## config.mk

```make
export PLATFORM = sky130hd
export DESIGN_NAME = kinase_valve_sequencer
export DESIGN_NICKNAME = d
export VERILOG_FILES = /design/src/rtl/kinase_valve_sequencer.sv
export SDC_FILE = /design/constraint.sdc
export NUM_CORES = 1
export LEC_CHECK = 0
export BUFFER_PORTS_ARGS = -buffer_cell sky130_fd_sc_hd__buf_2
export CORE_MARGIN = 2
export CORE_UTILIZATION = 54
export CTS_CLUSTER_DIAMETER = 150
export DETAILED_ROUTE_END_ITERATION = 16
export PLACE_DENSITY = 0.77
export SYNTH_ARGS = -nofsm -noshare
export SYNTH_HDL_FRONTEND = slang
export SYNTH_SLANG_ARGS = --single-unit
```

## constraint.sdc

```tcl
create_clock -name clk -period 2.6 [get_ports clk]
set_input_delay 0.13 -clock clk [delete_from_list [all_inputs] [get_ports clk]]
set_output_delay 0.13 -clock clk [all_outputs]
set_load 0.05 [all_outputs]
```

## src/rtl/kinase_valve_sequencer.sv

```systemverilog
// Kinase pad-array valve sequencer: vents released lines with flush pulses, then runs the pumps for the dwell.
// Latency: all outputs registered; an accepted step drives ctrl_* from the accept edge onward.
// Backpressure: step_ready only while idle with abort low. Optional PUMP_REVERSE_EN adds step_pump_rev.
module kinase_valve_sequencer #(
    parameter int NUM_CTRL_A   = 13,
    parameter int NUM_CTRL_S   = 4,
    parameter int NUM_PUMP_A   = 3,
    parameter int NUM_PUMP_B   = 2,
    parameter int PUMP_DIV     = 8,
    parameter int FLUSH_CYCLES = 4,
    parameter int DWELL_W      = 16,
    parameter int CNT_W        = 8
) (
    input  logic                  clk,
    input  logic                  rst,
    input  logic                  step_valid,
    output logic                  step_ready,
    input  logic [NUM_CTRL_A-1:0] step_ctrl_a,
    input  logic [NUM_CTRL_S-1:0] step_ctrl_s,
    input  logic                  step_pump_a_en,
    input  logic                  step_pump_b_en,
    input  logic [DWELL_W-1:0]    step_dwell,
    input  logic                  step_last,
`ifdef PUMP_REVERSE_EN
    input  logic                  step_pump_rev,
`endif
    input  logic                  abort,
    output logic [NUM_CTRL_A-1:0] ctrl_a,
    output logic [NUM_CTRL_S-1:0] ctrl_s,
    output logic [NUM_PUMP_A-1:0] pump_a,
    output logic [NUM_PUMP_B-1:0] pump_b,
    output logic [NUM_CTRL_A-1:0] flush_ctrl_a,
    output logic [NUM_CTRL_S-1:0] flush_ctrl_s,
    output logic [NUM_PUMP_A-1:0] flush_pump_a,
    output logic [NUM_PUMP_B-1:0] flush_pump_b,
    output logic                  busy,
    output logic                  done,
    output logic [CNT_W-1:0]      step_count
);

    typedef enum logic [1:0] {IDLE, FLUSH, RUN} state_t;

    localparam int PA_W  = $clog2(NUM_PUMP_A);
    localparam int PB_W  = $clog2(NUM_PUMP_B);
    localparam int DIV_W = (PUMP_DIV > 1) ? $clog2(PUMP_DIV) : 1;
    localparam int FC_W  = (FLUSH_CYCLES > 1) ? $clog2(FLUSH_CYCLES) : 1;

    localparam logic [PA_W-1:0]    PA_LAST   = PA_W'(NUM_PUMP_A - 1);
    localparam logic [PB_W-1:0]    PB_LAST   = PB_W'(NUM_PUMP_B - 1);
    localparam logic [PA_W-1:0]    PA_ONE    = PA_W'(1);
    localparam logic [PB_W-1:0]    PB_ONE    = PB_W'(1);
    localparam logic [DIV_W-1:0]   DIV_LAST  = DIV_W'(PUMP_DIV - 1);
    localparam logic [DIV_W-1:0]   DIV_ONE   = DIV_W'(1);
    localparam logic [FC_W-1:0]    FC_LAST   = FC_W'((FLUSH_CYCLES > 0) ? FLUSH_CYCLES - 1 : 0);
    localparam logic [FC_W-1:0]    FC_ONE    = FC_W'(1);
    localparam logic [DWELL_W-1:0] DWELL_ONE = DWELL_W'(1);
    localparam logic [CNT_W-1:0]   CNT_ONE   = CNT_W'(1);

    state_t               state_q, state_d;
    logic                 pa_en_q, pa_en_d, pb_en_q, pb_en_d;
    logic                 rev_q, rev_d, last_q, last_d;
    logic                 abort_flush_q, abort_flush_d, clr_cnt_q, clr_cnt_d;
    logic [DWELL_W-1:0]   run_cnt_q, run_cnt_d;
    logic [FC_W-1:0]      fcnt_q, fcnt_d;
    logic [DIV_W-1:0]     div_q, div_d;
    logic [PA_W-1:0]      pa_ph_q, pa_ph_d;
    logic [PB_W-1:0]      pb_ph_q, pb_ph_d;
    logic [NUM_CTRL_A-1:0] ctrl_a_d, flush_ctrl_a_d, rel_a;
    logic [NUM_CTRL_S-1:0] ctrl_s_d, flush_ctrl_s_d, rel_s;
    logic [NUM_PUMP_A-1:0] pump_a_d, flush_pump_a_d;
    logic [NUM_PUMP_B-1:0] pump_b_d, flush_pump_b_d;
    logic                 busy_d, done_d, step_ready_d, rev_in;
    logic [CNT_W-1:0]     step_count_d;

`ifdef PUMP_REVERSE_EN
    assign rev_in = step_pump_rev;
`else
    assign rev_in = 1'b0;
`endif

    // Pump drive: every valve closed except the one at the current phase.
    function automatic logic [NUM_PUMP_A-1:0] pat_a(input logic en, input logic [PA_W-1:0] ph);
        return en ? ~({{(NUM_PUMP_A-1){1'b0}}, 1'b1} << ph) : '0;
    endfunction

    function automatic logic [NUM_PUMP_B-1:0] pat_b(input logic en, input logic [PB_W-1:0] ph);
        return en ? ~({{(NUM_PUMP_B-1){1'b0}}, 1'b1} << ph) : '0;
    endfunction

    function automatic logic [PA_W-1:0] adv_a(input logic [PA_W-1:0] ph, input logic rev);
        if (rev) return (ph == '0) ? PA_LAST : ph - PA_ONE;
        return (ph == PA_LAST) ? '0 : ph + PA_ONE;
    endfunction

    function automatic logic [PB_W-1:0] adv_b(input logic [PB_W-1:0] ph, input logic rev);
        if (rev) return (ph == '0) ? PB_LAST : ph - PB_ONE;
        return (ph == PB_LAST) ? '0 : ph + PB_ONE;
    endfunction

    always_comb begin
        state_d        = state_q;
        pa_en_d        = pa_en_q;
        pb_en_d        = pb_en_q;
        rev_d          = rev_q;
        last_d         = last_q;
        abort_flush_d  = abort_flush_q;
        clr_cnt_d      = 1'b0;
        run_cnt_d      = run_cnt_q;
        fcnt_d         = fcnt_q;
        div_d          = div_q;
        pa_ph_d        = pa_ph_q;
        pb_ph_d        = pb_ph_q;
        ctrl_a_d       = ctrl_a;
        ctrl_s_d       = ctrl_s;
        pump_a_d       = '0;
        pump_b_d       = '0;
        flush_ctrl_a_d = '0;
        flush_ctrl_s_d = '0;
        flush_pump_a_d = '0;
        flush_pump_b_d = '0;
        done_d         = 1'b0;
        step_count_d   = step_count;
        rel_a          = '0;
        rel_s          = '0;

        if (abort) begin
            // Emergency release: vent everything that is currently pressurised.
            rel_a         = ctrl_a;
            rel_s         = ctrl_s;
            ctrl_a_d      = '0;
            ctrl_s_d      = '0;
            abort_flush_d = 1'b1;
            if ((FLUSH_CYCLES > 0) && ((|rel_a) || (|rel_s))) begin
                state_d        = FLUSH;
                fcnt_d         = FC_LAST;
                flush_ctrl_a_d = rel_a;
                flush_ctrl_s_d = rel_s;
                flush_pump_a_d = '1;
                flush_pump_b_d = '1;
            end else begin
                state_d = IDLE;
            end
        end else begin
            unique case (state_q)
                IDLE: begin
                    if (step_valid && step_ready) begin
                        rel_a         = ctrl_a & ~step_ctrl_a;
                        rel_s         = ctrl_s & ~step_ctrl_s;
                        ctrl_a_d      = step_ctrl_a;
                        ctrl_s_d      = step_ctrl_s;
                        pa_en_d       = step_pump_a_en;
                        pb_en_d       = step_pump_b_en;
                        rev_d         = rev_in;
                        last_d        = step_last;
                        abort_flush_d = 1'b0;
                        run_cnt_d     = (step_dwell == '0) ? '0 : step_dwell - DWELL_ONE;
                        div_d         = '0;
                        pa_ph_d       = '0;
                        pb_ph_d       = '0;
                        if ((FLUSH_CYCLES > 0) && ((|rel_a) || (|rel_s))) begin
                            state_d        = FLUSH;
                            fcnt_d         = FC_LAST;
                            flush_ctrl_a_d = rel_a;
                            flush_ctrl_s_d = rel_s;
                            flush_pump_a_d = '1;
                            flush_pump_b_d = '1;
                        end else begin
                            state_d  = RUN;
                            pump_a_d = pat_a(step_pump_a_en, '0);
                            pump_b_d = pat_b(step_pump_b_en, '0);
                        end
                    end
                end
                FLUSH: begin
                    if (fcnt_q == '0) begin
                        if (abort_flush_q) begin
                            state_d = IDLE;
                        end else begin
                            state_d  = RUN;
                            pump_a_d = pat_a(pa_en_q, pa_ph_q);
                            pump_b_d = pat_b(pb_en_q, pb_ph_q);
                        end
                    end else begin
                        fcnt_d         = fcnt_q - FC_ONE;
                        flush_ctrl_a_d = flush_ctrl_a;
                        flush_ctrl_s_d = flush_ctrl_s;
                        flush_pump_a_d = flush_pump_a;
                        flush_pump_b_d = flush_pump_b;
                    end
                end
                RUN: begin
                    if (run_cnt_q == '0) begin
                        state_d      = IDLE;
                        step_count_d = step_count + CNT_ONE;
                        if (last_q) begin
                            done_d    = 1'b1;
                            clr_cnt_d = 1'b1;
                        end
                    end else begin
                        run_cnt_d = run_cnt_q - DWELL_ONE;
                        if (div_q == DIV_LAST) begin
                            div_d   = '0;
                            pa_ph_d = adv_a(pa_ph_q, rev_q);
                            pb_ph_d = adv_b(pb_ph_q, rev_q);
                        end else begin
                            div_d = div_q + DIV_ONE;
                        end
                        pump_a_d = pat_a(pa_en_q, pa_ph_d);
                        pump_b_d = pat_b(pb_en_q, pb_ph_d);
                    end
                end
                default: state_d = IDLE;
            endcase
        end

        // The program-end clear lands one cycle after the done pulse.
        if (clr_cnt_q) step_count_d = '0;

        busy_d       = (state_d != IDLE);
        step_ready_d = (state_d == IDLE) && !abort;
    end

    always_ff @(posedge clk) begin
        if (rst) begin
            state_q       <= IDLE;
            pa_en_q       <= 1'b0;
            pb_en_q       <= 1'b0;
            rev_q         <= 1'b0;
            last_q        <= 1'b0;
            abort_flush_q <= 1'b0;
            clr_cnt_q     <= 1'b0;
            run_cnt_q     <= '0;
            fcnt_q        <= '0;
            div_q         <= '0;
            pa_ph_q       <= '0;
            pb_ph_q       <= '0;
            ctrl_a        <= '0;
            ctrl_s        <= '0;
            pump_a        <= '0;
            pump_b        <= '0;
            flush_ctrl_a  <= '0;
            flush_ctrl_s  <= '0;
            flush_pump_a  <= '0;
            flush_pump_b  <= '0;
            busy          <= 1'b0;
            done          <= 1'b0;
            step_ready    <= 1'b0;
            step_count    <= '0;
        end else begin
            state_q       <= state_d;
            pa_en_q       <= pa_en_d;
            pb_en_q       <= pb_en_d;
            rev_q         <= rev_d;
            last_q        <= last_d;
            abort_flush_q <= abort_flush_d;
            clr_cnt_q     <= clr_cnt_d;
            run_cnt_q     <= run_cnt_d;
            fcnt_q        <= fcnt_d;
            div_q         <= div_d;
            pa_ph_q       <= pa_ph_d;
            pb_ph_q       <= pb_ph_d;
            ctrl_a        <= ctrl_a_d;
            ctrl_s        <= ctrl_s_d;
            pump_a        <= pump_a_d;
            pump_b        <= pump_b_d;
            flush_ctrl_a  <= flush_ctrl_a_d;
            flush_ctrl_s  <= flush_ctrl_s_d;
            flush_pump_a  <= flush_pump_a_d;
            flush_pump_b  <= flush_pump_b_d;
            busy          <= busy_d;
            done          <= done_d;
            step_ready    <= step_ready_d;
            step_count    <= step_count_d;
        end
    end

endmodule
```

* Yosys cells after proc, flatten, opt, wreduce, memory -nomap -nowiden
Cells that the tools add are included.
Word-level totals: logic and storage cells 172, register bits 85, bits of input ports 40, output and inout port bits 55
Cells by class: shift operators 4, mux-type cells 89, reductions and logical operators 28, equality and inequality tests 11, add/sub/neg operators 7, bitwise gates (word level) 11
Operator list (number):
- 13-bit 2-to-1 mux | 5
- 2-bit 2-to-1 mux | 32
- 16-bit 2-to-1 mux | 3
- 3-bit 2-to-1 mux | 16
- 16-bit logical NOT | 2
- 16-bit case mux with 2 select lines | 1
- 16-bit by 1-bit subtractor with 16-bit output, second input constant | 2
- 13-bit case mux with 2 select lines | 1
- 13-bit OR reduction | 2
- 4-bit 2-to-1 mux | 5
- 1-bit 2-to-1 mux | 16
- 13-bit AND | 1
- 13-bit inverter | 1
- 3-bit inequality test, second input constant | 4
- 2-bit case mux with 2 select lines | 3
- 2-bit case mux with 3 select lines | 2
- 3-bit case mux with 2 select lines | 2
- 4-bit OR reduction | 3
- 3-bit case mux with 3 select lines | 1
- 8-bit by 1-bit adder with 8-bit output, second input constant | 1
- 4-bit case mux with 2 select lines | 1
- 2-bit nonzero test | 4
- 2-bit logical NOT | 3
- 3-bit inverter | 2
- 25 further kinds | 37

* Longest topological paths before layout
depth in word-level cells 15, gate-level depth with buffers 8, gate-level depth less buffers 8

* Worst setup path before layout
OpenSTA, ideal clock, no wires.
path type reg2reg, start register run_cnt_q[10], end register step_count[3], setup time 65 ps, period minus slack after synthesis 2256 ps, required time 2535 ps, stages on the path, launching flop included 8, setup slack 344 ps, buffers on the path 1, arrival time 2191 ps, cell sequence dfxtp_1 > or4_1 > buf_2 > or4_4 > nor3_4 > nand4_1 > xor2_1 > nor2_1
Between the ends: cells in the longest elaborated chain, start to end 2
RTL lines:
- start: declaration | RTL line 63 | logic [DWELL_W-1:0] run_cnt_q, run_cnt_d;
- start signal: assignment | RTL line 257 | run_cnt_q <= run_cnt_d;
- 16-bit logical NOT | RTL line 192 | if (run_cnt_q == '0) begin
- 3-bit AND reduction (no line)
- end signal: assignment | RTL line 273 | step_count <= step_count_d;
- end: declaration | RTL line 38 | output logic [CNT_W-1:0] step_count
No other way between the ends. A chain may end at the register's enable or synchronous reset.

* Worst setup path after layout
start register run_cnt_q[10], end register pump_b[0]
Between the ends: cells in the longest elaborated chain, start to end 3
RTL lines:
- 16-bit logical NOT | RTL line 192
- 2-bit 2-to-1 mux | RTL line 192
- 2-bit case mux with 3 select lines | RTL line 144 | unique case (state_q)
- end signal: assignment | RTL line 265 | pump_b <= pump_b_d;
- end: declaration | RTL line 31 | output logic [NUM_PUMP_B-1:0] pump_b,
No other way between the ends.

==> run metrics <==
worst-path cell chain or4_1, or4_4, o21ai_2, nor2_1, or3_1, o2111a_1; Clock Sinks between 80 and 90; Final Critical Period roughly 2400 ps; Pwr Total roughly 2.7 mW; met1 GRT Util a little under two fifths; worst hold start step_pump_b_en; Skew-Pair Late Insertion Delay 360 ps; design area 4850 um^2; Post-DP HPWL 7.98 mm; first-pass GRT wire length 18.8 mm; number of distinct library cells after synthesis a little under 60; Setup WS post-layout roughly 250 ps; initial core utilization 55.9%; max cap viols 0; P&R area growth vs syn 19.2%; worst r2r dst pump_b[0]; Ys Warns 0; Worst setup EP type flop; DRT antenna net count 0; Final Wtd Congestion 0.857; PostCTS Resize Cnt 0; worst slack at placement about 240 ps; WHS 17.9 ps; ant diodes 0; status completed; slew of the pin with the lowest slew margin 708 ps; relative slew slack ~53%; First DRT Iteration DRCs ~330; post-placement cell count 701; unrepaired setup endpoints after global routing false; met3 Usage GRT around 3.8%; Seq/Total Area, Yosys between 30% and 40%; Die W a little over 90 um; Core ar. approximately 7300 um^2; Pre-antenna DRT Iters 4; Clock Skew between 15 and 20 ps; I/O Buffers 94; Num CTS Buffers 9; CP Data Arrival Time 2600 ps; Post-synth EDFFs 0; clock root cell clkbuf_8; VDD IR max about 0.35 mV; Worst Hold Class input pin to flop; cells on worst reg2reg path 6; layout cells sized above 1 between 20% and 30%; Hold Path Sink pump_b[1]; Nets 660; ys async rst share 0%; register bit total from synthesis between 80 and 90; largest net degree at the start of global routing 56; Cell Count, Final, Fillers Out between 700 and 800; H-Tree Depth 3; Mean Syn Cell Area roughly 7.8 um^2; Final period util between 90% and 100%; met2 GRT Util between 40% and 50%; DP Area 4670 um^2; r2r startpoint run_cnt_q[10]; Max FO, Critical Path 6; most frequent cells in the layout 94 x buf_2, 81 x dfxtp_1, 74 x nor2_1; final setup fails 0; CTS tree yes; num rows 31; final core occ between 60% and 70%; Longest Clk Path Bufs 2; fillers 673; Final TNS setup 0 ps; die footprint around 8300 um^2; synthesized area just over 4000 um^2; DRC Markers 0; Worst R2R Setup Slack between 200 and 250 ps; Post-synth top flop dfxtp_1; final hold vios 0; Post-Syn Nets between 500 and 600; total grt overflow 0; Reg clk slew, reported paths about 80 ps; Post-Synthesis Cells between 500 and 600; Critical Path RT 2850 ps; slowest stage delay, CP approximately 630 ps; I/O pin count 95; most common cell after layout, fill and taps aside buf_2; Pins Over Slew Limit 0; Leakage Power between 2 and 2.5 nW; wire per inst roughly 16 um; Post-CTS Hold Fix Bufs 0; slowest cell on the critical path or4_1; CP Launch Type flop; DR vias/cell 5.91; PwrDens 547 nW/um^2; critical path class flop to flop; via count 4235; busiest grt layer met2; Routed WL ~11 mm; hold path cells 3; fmax approximately 420 MHz; buffer count from post-CTS setup fixing 0; initial antenna violation count 0; DIE HEIGHT approximately 91 um; gr usage total between 20% and 30%; vias in the first global route between 3000 and 4000
[metal layers]
metal	vias to the layer above	wire [um]
met5	-	0
met4	0	144
met3	16	697
met2	163	5350
met1	2011	4970
li1	2045	-
[synth_stat cells, drive strengths merged, types with 7 or more instances]
| master | number | share of area (%) |
|---|---|---|
| dfxtp | 81 | 40 |
| buf | 8 | 1.2 |
| o21ai | 40 | 5.0 |
| nand2 | 53 | 4.9 |
| clkbuf | 21 | 1.9 |
| a22oi | 11 | 2.0 |
| nor3 | 23 | 3.1 |
| nor2b | 11 | 1.7 |
| inv | 15 | 1.4 |
| or3 | 8 | 1.2 |
| a21oi | 46 | 5.7 |
| nand3 | 10 | 1.2 |
| nor4b | 9 | 1.9 |
| nor2 | 74 | 6.8 |
| ha | 7 | 2.2 |
| xor2 | 15 | 3.2 |
| nor4 | 10 | 1.5 |
[worst max-delay path, delay by kind of cell, from the launching register on]
family | cells | cell delay, ps
compound gates | 2 | 340
flops | 1 | 340
simple gates | 4 | 1570
[cell families after synthesis]
logic type	Yosys count	synth area share [%]
muxes	1	0.246
adders and majority gates	7	2.15
and+or+nand+nor	230	28.1
buffers and inverters	45	4.73
xor gates and xnor gates	20	4.30
AOI/OAI and AO/OA	137	20.6
DFF	81	39.8
[cell type report]
type / count / area (um^2) / share of cell area (%)
Clock buffer: 10 / 138 / 2.84
Tap cell: 99 / 124 / 2.55
Sequential cell: 81 / 1620 / 33.4
Inverter: 15 / 56.3 / 1.16
Multi-Input combinational cell: 395 / 2270 / 46.7
Timing Repair Buffer: 111 / 598 / 12.3
Clock inverter: 6 / 47.5 / 0.980
[report_power, final]
part	internal, mW	switching, mW
registers	1.27	0.0304
clock network	0.383	0.490
logic	0.168	0.311
[flip-flops by register name (all words and copies together), names as in the netlist, 3 cells and up]
signal and flops:
ctrl_a 13, step_count 8, ctrl_s 4, run_cnt_q 16, flush_ctrl_s 4, div_q 3
flush_ctrl_a 13, pump_a 3
[worst max-delay path by stage]
| stage | from | to |
|---|---|---|
| floorplan | run_cnt_q[10] | step_count[3] |
| global placement | run_cnt_q[10] | step_count[4] |
| detailed placement | run_cnt_q[10] | step_count[5] |
| CTS | run_cnt_q[10] | pump_b[0] |
| global route | run_cnt_q[0] | run_cnt_q[0] |
| finish | run_cnt_q[10] | pump_b[0] |
(Power assumes the default switching activity.)
